### config.mk
export PLATFORM = sky130hd
export DESIGN_NAME = lv_owt_acc_sched
export DESIGN_NICKNAME = d
export VERILOG_FILES = /design/src/rtl/lv_owt_acc_sched.sv
export SDC_FILE = /design/constraint.sdc
export NUM_CORES = 1
export LEC_CHECK = 0
export ABC_AREA = 1
export ABC_CLOCK_PERIOD_IN_PS = 3640
export BUFFER_PORTS_ARGS = -buffer_cell sky130_fd_sc_hd__clkbuf_2
export CAP_MARGIN = 20
export CELL_PAD_IN_SITES_DETAIL_PLACEMENT = 1
export CELL_PAD_IN_SITES_GLOBAL_PLACEMENT = 2
export CORE_UTILIZATION = 28
export CTS_CLUSTER_DIAMETER = 150
export DETAILED_ROUTE_END_ITERATION = 16
export GPL_TIMING_DRIVEN = 0
export HOLD_SLACK_MARGIN = 0.03
export PLACE_DENSITY_LB_ADDON = 0.3
export SLEW_MARGIN = 20
export SYNTH_ARGS = -nofsm -noshare
export SYNTH_HDL_FRONTEND = slang
export SYNTH_SLANG_ARGS = --single-unit
export TNS_END_PERCENT = 100
### constraint.sdc
create_clock -name i_clk -period 3.64 [get_ports i_clk]
set_clock_uncertainty 0.2 [all_clocks]
set_input_delay 0.364 -clock i_clk [delete_from_list [all_inputs] [get_ports i_clk]]
set_output_delay 0.364 -clock i_clk [all_outputs]
set_load 0.01 [all_outputs]
### src/rtl/lv_owt_acc_sched.sv
// One-wire register access scheduler: arbitrates SPI and watchdog-scan requests onto one link.
// Latency: request to ack is 4 cycles minimum (IDLE, ISSUE, WAIT_RSP, DONE); retries add ISSUE+WAIT.
// Backpressure: frame held in ISSUE until i_owt_tx_rdy; requesters hold level requests until ack.
module lv_owt_acc_sched #(
   parameter int REG_AW     = 7,
   parameter int REG_DW     = 8,
   parameter int TMO_CYC    = 255,
   parameter int MAX_RETRY  = 2,
   parameter int STARVE_LMT = 4
) (
   input  logic              i_clk,
   input  logic              i_rst,
   input  logic              i_spi_owt_wr_req,
   input  logic              i_spi_owt_rd_req,
   input  logic [REG_AW-1:0] i_spi_owt_addr,
   input  logic [REG_DW-1:0] i_spi_owt_data,
   output logic              o_owt_spi_wack,
   output logic              o_owt_spi_rack,
   output logic [REG_DW-1:0] o_owt_spi_rdata,
   output logic              o_owt_spi_err,
   input  logic              i_scan_owt_rd_req,
   input  logic [REG_AW-1:0] i_scan_owt_addr,
   output logic              o_owt_scan_ack,
   output logic [REG_DW-1:0] o_owt_scan_rdata,
   output logic              o_owt_scan_err,
   output logic              o_owt_tx_vld,
   output logic              o_owt_tx_wr,
   output logic [REG_AW-1:0] o_owt_tx_addr,
   output logic [REG_DW-1:0] o_owt_tx_data,
   input  logic              i_owt_tx_rdy,
   input  logic              i_owt_rx_vld,
   input  logic [REG_DW-1:0] i_owt_rx_data,
   input  logic              i_owt_rx_err,
   input  logic              i_err_clr,
   output logic              o_owt_tmo_err,
   output logic              o_owt_busy
);

   localparam int TW = $clog2(TMO_CYC + 1);
   localparam int RW = (MAX_RETRY  > 0) ? $clog2(MAX_RETRY + 1)  : 1;
   localparam int SW = (STARVE_LMT > 0) ? $clog2(STARVE_LMT + 1) : 1;

   typedef enum logic [1:0] {IDLE, ISSUE, WAIT_RSP, DONE} state_t;

   state_t            state_q, state_d;
   logic              wr_q, wr_d;         // granted transaction is a write
   logic              scan_q, scan_d;     // granted requester is the scan path
   logic [REG_AW-1:0] addr_q, addr_d;
   logic [REG_DW-1:0] data_q, data_d;
   logic [SW-1:0]     starve_q, starve_d;
   logic [TW-1:0]     tmo_q, tmo_d;
   logic [RW-1:0]     retry_q, retry_d;
   logic              fail_q, fail_d;
   logic [REG_DW-1:0] spi_rdata_q, spi_rdata_d;
   logic [REG_DW-1:0] scan_rdata_q, scan_rdata_d;
   logic              tmo_err_q, tmo_err_d;
   logic              set_err;

   logic spi_pend;
   logic scan_pend;
   logic scan_wins;
   logic rsp_ok;
   logic att_fail;

   assign spi_pend  = i_spi_owt_wr_req | i_spi_owt_rd_req;
   assign scan_pend = i_scan_owt_rd_req;
   // Scan only beats a pending SPI request once SPI has starved it STARVE_LMT times in a row.
   assign scan_wins = scan_pend & (~spi_pend | (starve_q == SW'(STARVE_LMT)));
   // A good response on the timeout cycle still counts as success.
   assign rsp_ok    = i_owt_rx_vld & ~i_owt_rx_err;
   assign att_fail  = (i_owt_rx_vld & i_owt_rx_err) |
                      (~i_owt_rx_vld & (tmo_q == TW'(TMO_CYC - 1)));

   // Next-state, arbitration, retry and response-capture logic.
   always_comb begin
      state_d      = state_q;
      wr_d         = wr_q;
      scan_d       = scan_q;
      addr_d       = addr_q;
      data_d       = data_q;
      starve_d     = starve_q;
      tmo_d        = tmo_q;
      retry_d      = retry_q;
      fail_d       = fail_q;
      spi_rdata_d  = spi_rdata_q;
      scan_rdata_d = scan_rdata_q;
      set_err      = 1'b0;
      case (state_q)
         IDLE: begin
            if (scan_wins) begin
               scan_d   = 1'b1;
               wr_d     = 1'b0;
               addr_d   = i_scan_owt_addr;
               data_d   = '0;
               starve_d = '0;
               state_d  = ISSUE;
            end else if (spi_pend) begin
               // Write wins a simultaneous read; the read is re-seen on a later IDLE.
               scan_d  = 1'b0;
               wr_d    = i_spi_owt_wr_req;
               addr_d  = i_spi_owt_addr;
               data_d  = i_spi_owt_data;
               state_d = ISSUE;
               if (!scan_pend) begin
                  starve_d = '0;
               end else if (starve_q != SW'(STARVE_LMT)) begin
                  starve_d = starve_q + SW'(1);
               end
            end else begin
               starve_d = '0;
            end
         end
         ISSUE: begin
            if (i_owt_tx_rdy) begin
               tmo_d   = '0;
               state_d = WAIT_RSP;
            end
         end
         WAIT_RSP: begin
            tmo_d = tmo_q + TW'(1);
            if (rsp_ok) begin
               fail_d  = 1'b0;
               state_d = DONE;
               if (scan_q) begin
                  scan_rdata_d = i_owt_rx_data;
               end else if (!wr_q) begin
                  spi_rdata_d = i_owt_rx_data;
               end
            end else if (att_fail) begin
               if (retry_q < RW'(MAX_RETRY)) begin
                  retry_d = retry_q + RW'(1);
                  state_d = ISSUE;
               end else begin
                  fail_d  = 1'b1;
                  set_err = 1'b1;
                  state_d = DONE;
                  if (scan_q) begin
                     scan_rdata_d = '0;
                  end else if (!wr_q) begin
                     spi_rdata_d = '0;
                  end
               end
            end
         end
         DONE: begin
            retry_d = '0;
            state_d = IDLE;
         end
         default: state_d = IDLE;
      endcase
      // A failure landing in the same cycle as a clear keeps the flag set.
      if (set_err) begin
         tmo_err_d = 1'b1;
      end else if (i_err_clr) begin
         tmo_err_d = 1'b0;
      end else begin
         tmo_err_d = tmo_err_q;
      end
   end

   // State and datapath registers with synchronous reset.
   always_ff @(posedge i_clk) begin
      if (i_rst) begin
         state_q      <= IDLE;
         wr_q         <= 1'b0;
         scan_q       <= 1'b0;
         addr_q       <= '0;
         data_q       <= '0;
         starve_q     <= '0;
         tmo_q        <= '0;
         retry_q      <= '0;
         fail_q       <= 1'b0;
         spi_rdata_q  <= '0;
         scan_rdata_q <= '0;
         tmo_err_q    <= 1'b0;
      end else begin
         state_q      <= state_d;
         wr_q         <= wr_d;
         scan_q       <= scan_d;
         addr_q       <= addr_d;
         data_q       <= data_d;
         starve_q     <= starve_d;
         tmo_q        <= tmo_d;
         retry_q      <= retry_d;
         fail_q       <= fail_d;
         spi_rdata_q  <= spi_rdata_d;
         scan_rdata_q <= scan_rdata_d;
         tmo_err_q    <= tmo_err_d;
      end
   end

   assign o_owt_busy       = (state_q != IDLE);
   assign o_owt_tx_vld     = (state_q == ISSUE);
   assign o_owt_tx_wr      = wr_q;
   assign o_owt_tx_addr    = addr_q;
   assign o_owt_tx_data    = data_q;
   assign o_owt_spi_wack   = (state_q == DONE) & ~scan_q & wr_q;
   assign o_owt_spi_rack   = (state_q == DONE) & ~scan_q & ~wr_q;
   assign o_owt_scan_ack   = (state_q == DONE) & scan_q;
   assign o_owt_spi_err    = (state_q == DONE) & ~scan_q & fail_q;
   assign o_owt_scan_err   = (state_q == DONE) & scan_q & fail_q;
   assign o_owt_spi_rdata  = spi_rdata_q;
   assign o_owt_scan_rdata = scan_rdata_q;
   assign o_owt_tmo_err    = tmo_err_q;

endmodule

==> impl_metrics.py <==
metrics = {
    "placement": {
        "placement.io_buffers": 77,
        "dpl.hpwl_mm": 5.53,
        "placed_cells": 568,
        "routabilityCongestion": 0.770,
    },
    "outcome": {
        "status": "completed",
    },
    "timing": {
        "timing_max_transition_violations_final": 0,
        "setup_viol": 0,
        "max-slew-margin-rel_pct": 64.6,
        "grt_setup_unrepaired": "false",
        "post-route-period-util_pct": 53.7,
        "finalCriticalPeriod_ps": 1950,
        "timing_worst_slew_pin_value_ps": 530,
        "hold_viol_final": 0,
        "setup_tns_ps": 0,
        "fmax_mhz": 512,
    },
    "detailed_routing": {
        "dr.first_iter.drc_count": 33,
        "drtAntennaViolNets": 0,
        "wire_per_inst_um": 12.3,
        "routed_wirelength_mm": 7.10,
        "detail_route.vias_per_cell": 4.44,
        "post_route_drc_violation_count": 0,
        "drt-pass1-iter-count": 4,
        "num_vias": 2551,
    },
    "cts": {
        "clkSlewWorstSetupHoldPaths_ps": 90,
        "clockBufferDepth": 2,
        "hold_buffers": 0,
        "clock_latency_ps": 300,
        "cts_tree": "done",
        "cts-resized-gates": 0,
        "cts_setup_buffers": 0,
        "cts-buffers-inserted": 5,
        "cts-htree-levels": 2,
        "cts_root_buf": "sky130_fd_sc_hd__clkbuf_8",
        "clkSinkCount": 50,
    },
    "floorplanning": {
        "chipWidth_um": 96.4,
        "io_pins": 79,
        "initial_core_util_pct": 28.8,
        "placementRows": 34,
        "die_h_um": 96.4,
        "core_area_sq_um": 8680,
        "floorplan.die_area_sq_um": 9300,
    },
    "min_path": {
        "min-delay-start": "i_spi_owt_data[7]",
        "min-delay-path-class": "in2reg",
        "whs_path_depth": 3,
        "timing.hold.worst_endpoint": "o_owt_tx_data[7]",
    },
    "power": {
        "logic_gate_share_of_total_power_pct": 21.9,
        "internal_power_uw": 913,
        "power.share.clock_pct": 31.0,
        "power.share.switching_pct": 30.0,
        "cellPowerDensity_nw_per_um2": 417,
        "power_switching_uw": 391,
        "sequentialPowerShare_pct": 47.0,
        "power_leakage_uw": 0.00159,
        "ir_worst_vdd_mv": 0.188,
    },
    "synth": {
        "synth.lib_cells_used.distinct": 23,
        "dominant_combinational_cell_family_by_area_after_synthesis": "simple AND/OR/NAND/NOR gates",
        "ys.flop_type": "sky130_fd_sc_hd__dfxtp_1",
        "ys.warnings.count": 0,
        "synth_area_sq_um": 2500,
        "synth.area.mux_share_pct": 0,
        "synth.largest_area_cell": "sky130_fd_sc_hd__dfxtp_1",
        "synth_area_in_adders_pct": 2.01,
        "synth-seq-cells": 50,
        "synthTopCellsByCount": "98 x sky130_fd_sc_hd__nand2_1, 67 x sky130_fd_sc_hd__inv_1, 63 x sky130_fd_sc_hd__nor2_1",
        "gate_count_after_technology_mapping": 383,
        "synth-xor-area-share_pct": 0,
        "most_frequent_cell_after_synthesis": "sky130_fd_sc_hd__nand2_1",
        "synth_nets": 426,
        "yosys-top-cells-area": "sky130_fd_sc_hd__dfxtp_1 40%, sky130_fd_sc_hd__nand2_1 15%, sky130_fd_sc_hd__inv_1 10%",
        "compound_cell_area_share_of_the_yosys_netlist_pct": 10.6,
        "synthArstFlopShare_pct": 0,
        "number_of_synthesized_flops_with_an_enable_pin": 0,
        "fraction_of_synthesized_cell_area_taken_by_the_top_area_cell_type_pct": 40.1,
        "synth_simple_gate_area_share_pct": 33.5,
        "synth.yosys.seq_area_share_pct": 40.1,
        "syn-mean-instance-area_sq_um": 6.52,
    },
    "global_routing": {
        "grt.busiest_layer": "met2",
        "grt_pass1_wl_mm": 11.4,
        "via_count_of_the_first_global_routing_pass": 2426,
        "grt_antenna_before_repair": 0,
        "met3_usage_pct": 3.76,
        "grt_remaining_overflow": 0,
        "total_global_route_track_usage_pct": 15.9,
        "gr-usage-met1_pct": 19.9,
        "met2_usage_pct": 27.8,
        "grt_max_degree": 15,
    },
    "worst_setup_path": {
        "r2r-end": "o_owt_tx_wr",
        "cp_max_fo": 5,
        "cpLargestDelayFamily": "flip-flops",
        "reg2reg_setup_slack_ps": 1870,
        "critical_path_required_ps": 3080,
        "r2r.worst_path.cells": 8,
        "end_kind": "primary output",
        "critPathMaxStageDelay_ps": 480,
        "crit_path_frequent_cell": "sky130_fd_sc_hd__nand2_1",
        "path_class": "reg2out",
        "crit_path_start_kind": "register",
        "cp_cell_sequence": "nand2_1, inv_1, nand2_1, nor2_1, clkbuf_2",
        "critical_path.slowest_cell": "sky130_fd_sc_hd__dfxtp_1",
        "timing.rr.start": "starve_q[0]",
        "crit_buf_inv": 2,
        "crit_arrival_ps": 1390,
    },
    "final_layout": {
        "areaGrowthSynthToFinish_pct": 25.4,
        "num_antenna_cells": 0,
        "drive_above_1_share_pct": 22.3,
        "final_core_utilization_pct": 36.1,
        "final_cells": 575,
        "fill_cells": 1160,
        "nNetsFinal": 510,
    },
    "flow_run": {
        "max-cap-violations": 0,
    },
}
## kinds of logic after synthesis
kind of cell    count (synthesis)
simple gates                  199
flops                          50
compound gates                 48
fa+ha+maj                       4
buf+inv                        82
## metrics by stage
stage | power [uW] | setup slack (ps) | hold WS [ps] | cell area [sq um]
2_1_floorplan | 804 | 2140 | 239 | 2500
3_3_place_gp | 909 | 1810 | 253 | 3020
3_5_place_dp | 917 | 1780 | 258 | 3020
4_1_cts | 1330 | 1670 | 90.2 | 3130
5_1_grt | 1390 | 1520 | 91.5 | 3130
6_report | 1300 | 1690 | 93.7 | 3130
## how the worst max path moves through the flow
stage | from | endpoint | cells past startpoint | slack [ps]
2_1_floorplan | tmo_q[0] | retry_q[0] | 9 | 2140
3_3_place_gp | i_rst | tmo_q[5] | 5 | 1810
3_5_place_dp | i_owt_rx_err | o_owt_scan_rdata[2] | 8 | 1780
4_1_cts | state_q[1] | o_owt_spi_err | 5 | 1670
5_1_grt | state_q[1] | o_owt_spi_rack | 5 | 1520
6_report | state_q[1] | o_owt_spi_err | 5 | 1690
## metal layers
layer	vias up	part of all wire, %	wire, um
li1	1333	-	-
met1	1159	47	3330
met2	55	48	3380
met3	4	4.7	335
met4	0	0.85	60
met5	-	0	0
## worst reg2reg max path: stages (launching register included)
cell	delay, ps
sky130_fd_sc_hd__dfxtp_1	340
sky130_fd_sc_hd__inv_1	70
sky130_fd_sc_hd__ha_1	200
sky130_fd_sc_hd__nand2_1	60
sky130_fd_sc_hd__nand2_1	70
sky130_fd_sc_hd__nand2_1	210
sky130_fd_sc_hd__buf_2	290
sky130_fd_sc_hd__nand3_1	100
sky130_fd_sc_hd__a21oi_1	160
## state kept, by name, summed over array words and instances, names as in the netlist
signal	count
o_owt_scan_rdata	8
o_owt_spi_rdata	8
o_owt_tx_data	8
tmo_q	8
o_owt_tx_addr	7
starve_q	3
retry_q	2
state_q	2
fail_q	1
o_owt_tmo_err	1
o_owt_tx_wr	1
scan_q	1
## placed cells by master, fill, tap and decap left out
cell type and count:
sky130_fd_sc_hd__nand2_1 98, sky130_fd_sc_hd__clkbuf_2 77, sky130_fd_sc_hd__inv_1 67, sky130_fd_sc_hd__nor2_1 63, sky130_fd_sc_hd__dfxtp_1 50, sky130_fd_sc_hd__a21oi_1 25
sky130_fd_sc_hd__nand3_1 18, sky130_fd_sc_hd__o21ai_0 12, sky130_fd_sc_hd__nand4_1 11, sky130_fd_sc_hd__o21ai_1 8, sky130_fd_sc_hd__clkbuf_8 6, sky130_fd_sc_hd__buf_2 5
sky130_fd_sc_hd__clkbuf_1 4, sky130_fd_sc_hd__buf_6 4, sky130_fd_sc_hd__ha_1 4, sky130_fd_sc_hd__or2_2 2, sky130_fd_sc_hd__inv_2 2, sky130_fd_sc_hd__a21oi_4 2
sky130_fd_sc_hd__nand3_2 2, sky130_fd_sc_hd__nor3_1 1, sky130_fd_sc_hd__nand2_2 1, sky130_fd_sc_hd__nor2_4 1, sky130_fd_sc_hd__nand2_4 1, sky130_fd_sc_hd__and3_1 1
sky130_fd_sc_hd__a21boi_0 1, sky130_fd_sc_hd__bufinv_16 1
## layout make-up
class / instances / area (sq um) / area share, %
plain buffers: 13 / 85.1 / 2.72
inverters: 69 / 259 / 8.28
flip-flops and latches: 50 / 1000 / 32.0
repair buffers: 77 / 385 / 12.3
clock inverters: 1 / 30.0 / 0.960
well taps: 108 / 135 / 4.32
clock buffers: 6 / 82.6 / 2.64
multi-input cells: 251 / 1150 / 36.8
## power by group through the flow
stage               clock network (uW)  registers [uW]  logic [uW]
global route                       447             619         326
global placement                     0             624         285
detailed placement                   0             627         290
finish                             405             613         286
floorplan                            0             638         166
CTS                                422             615         293
Power figures use the tool's default switching activity.
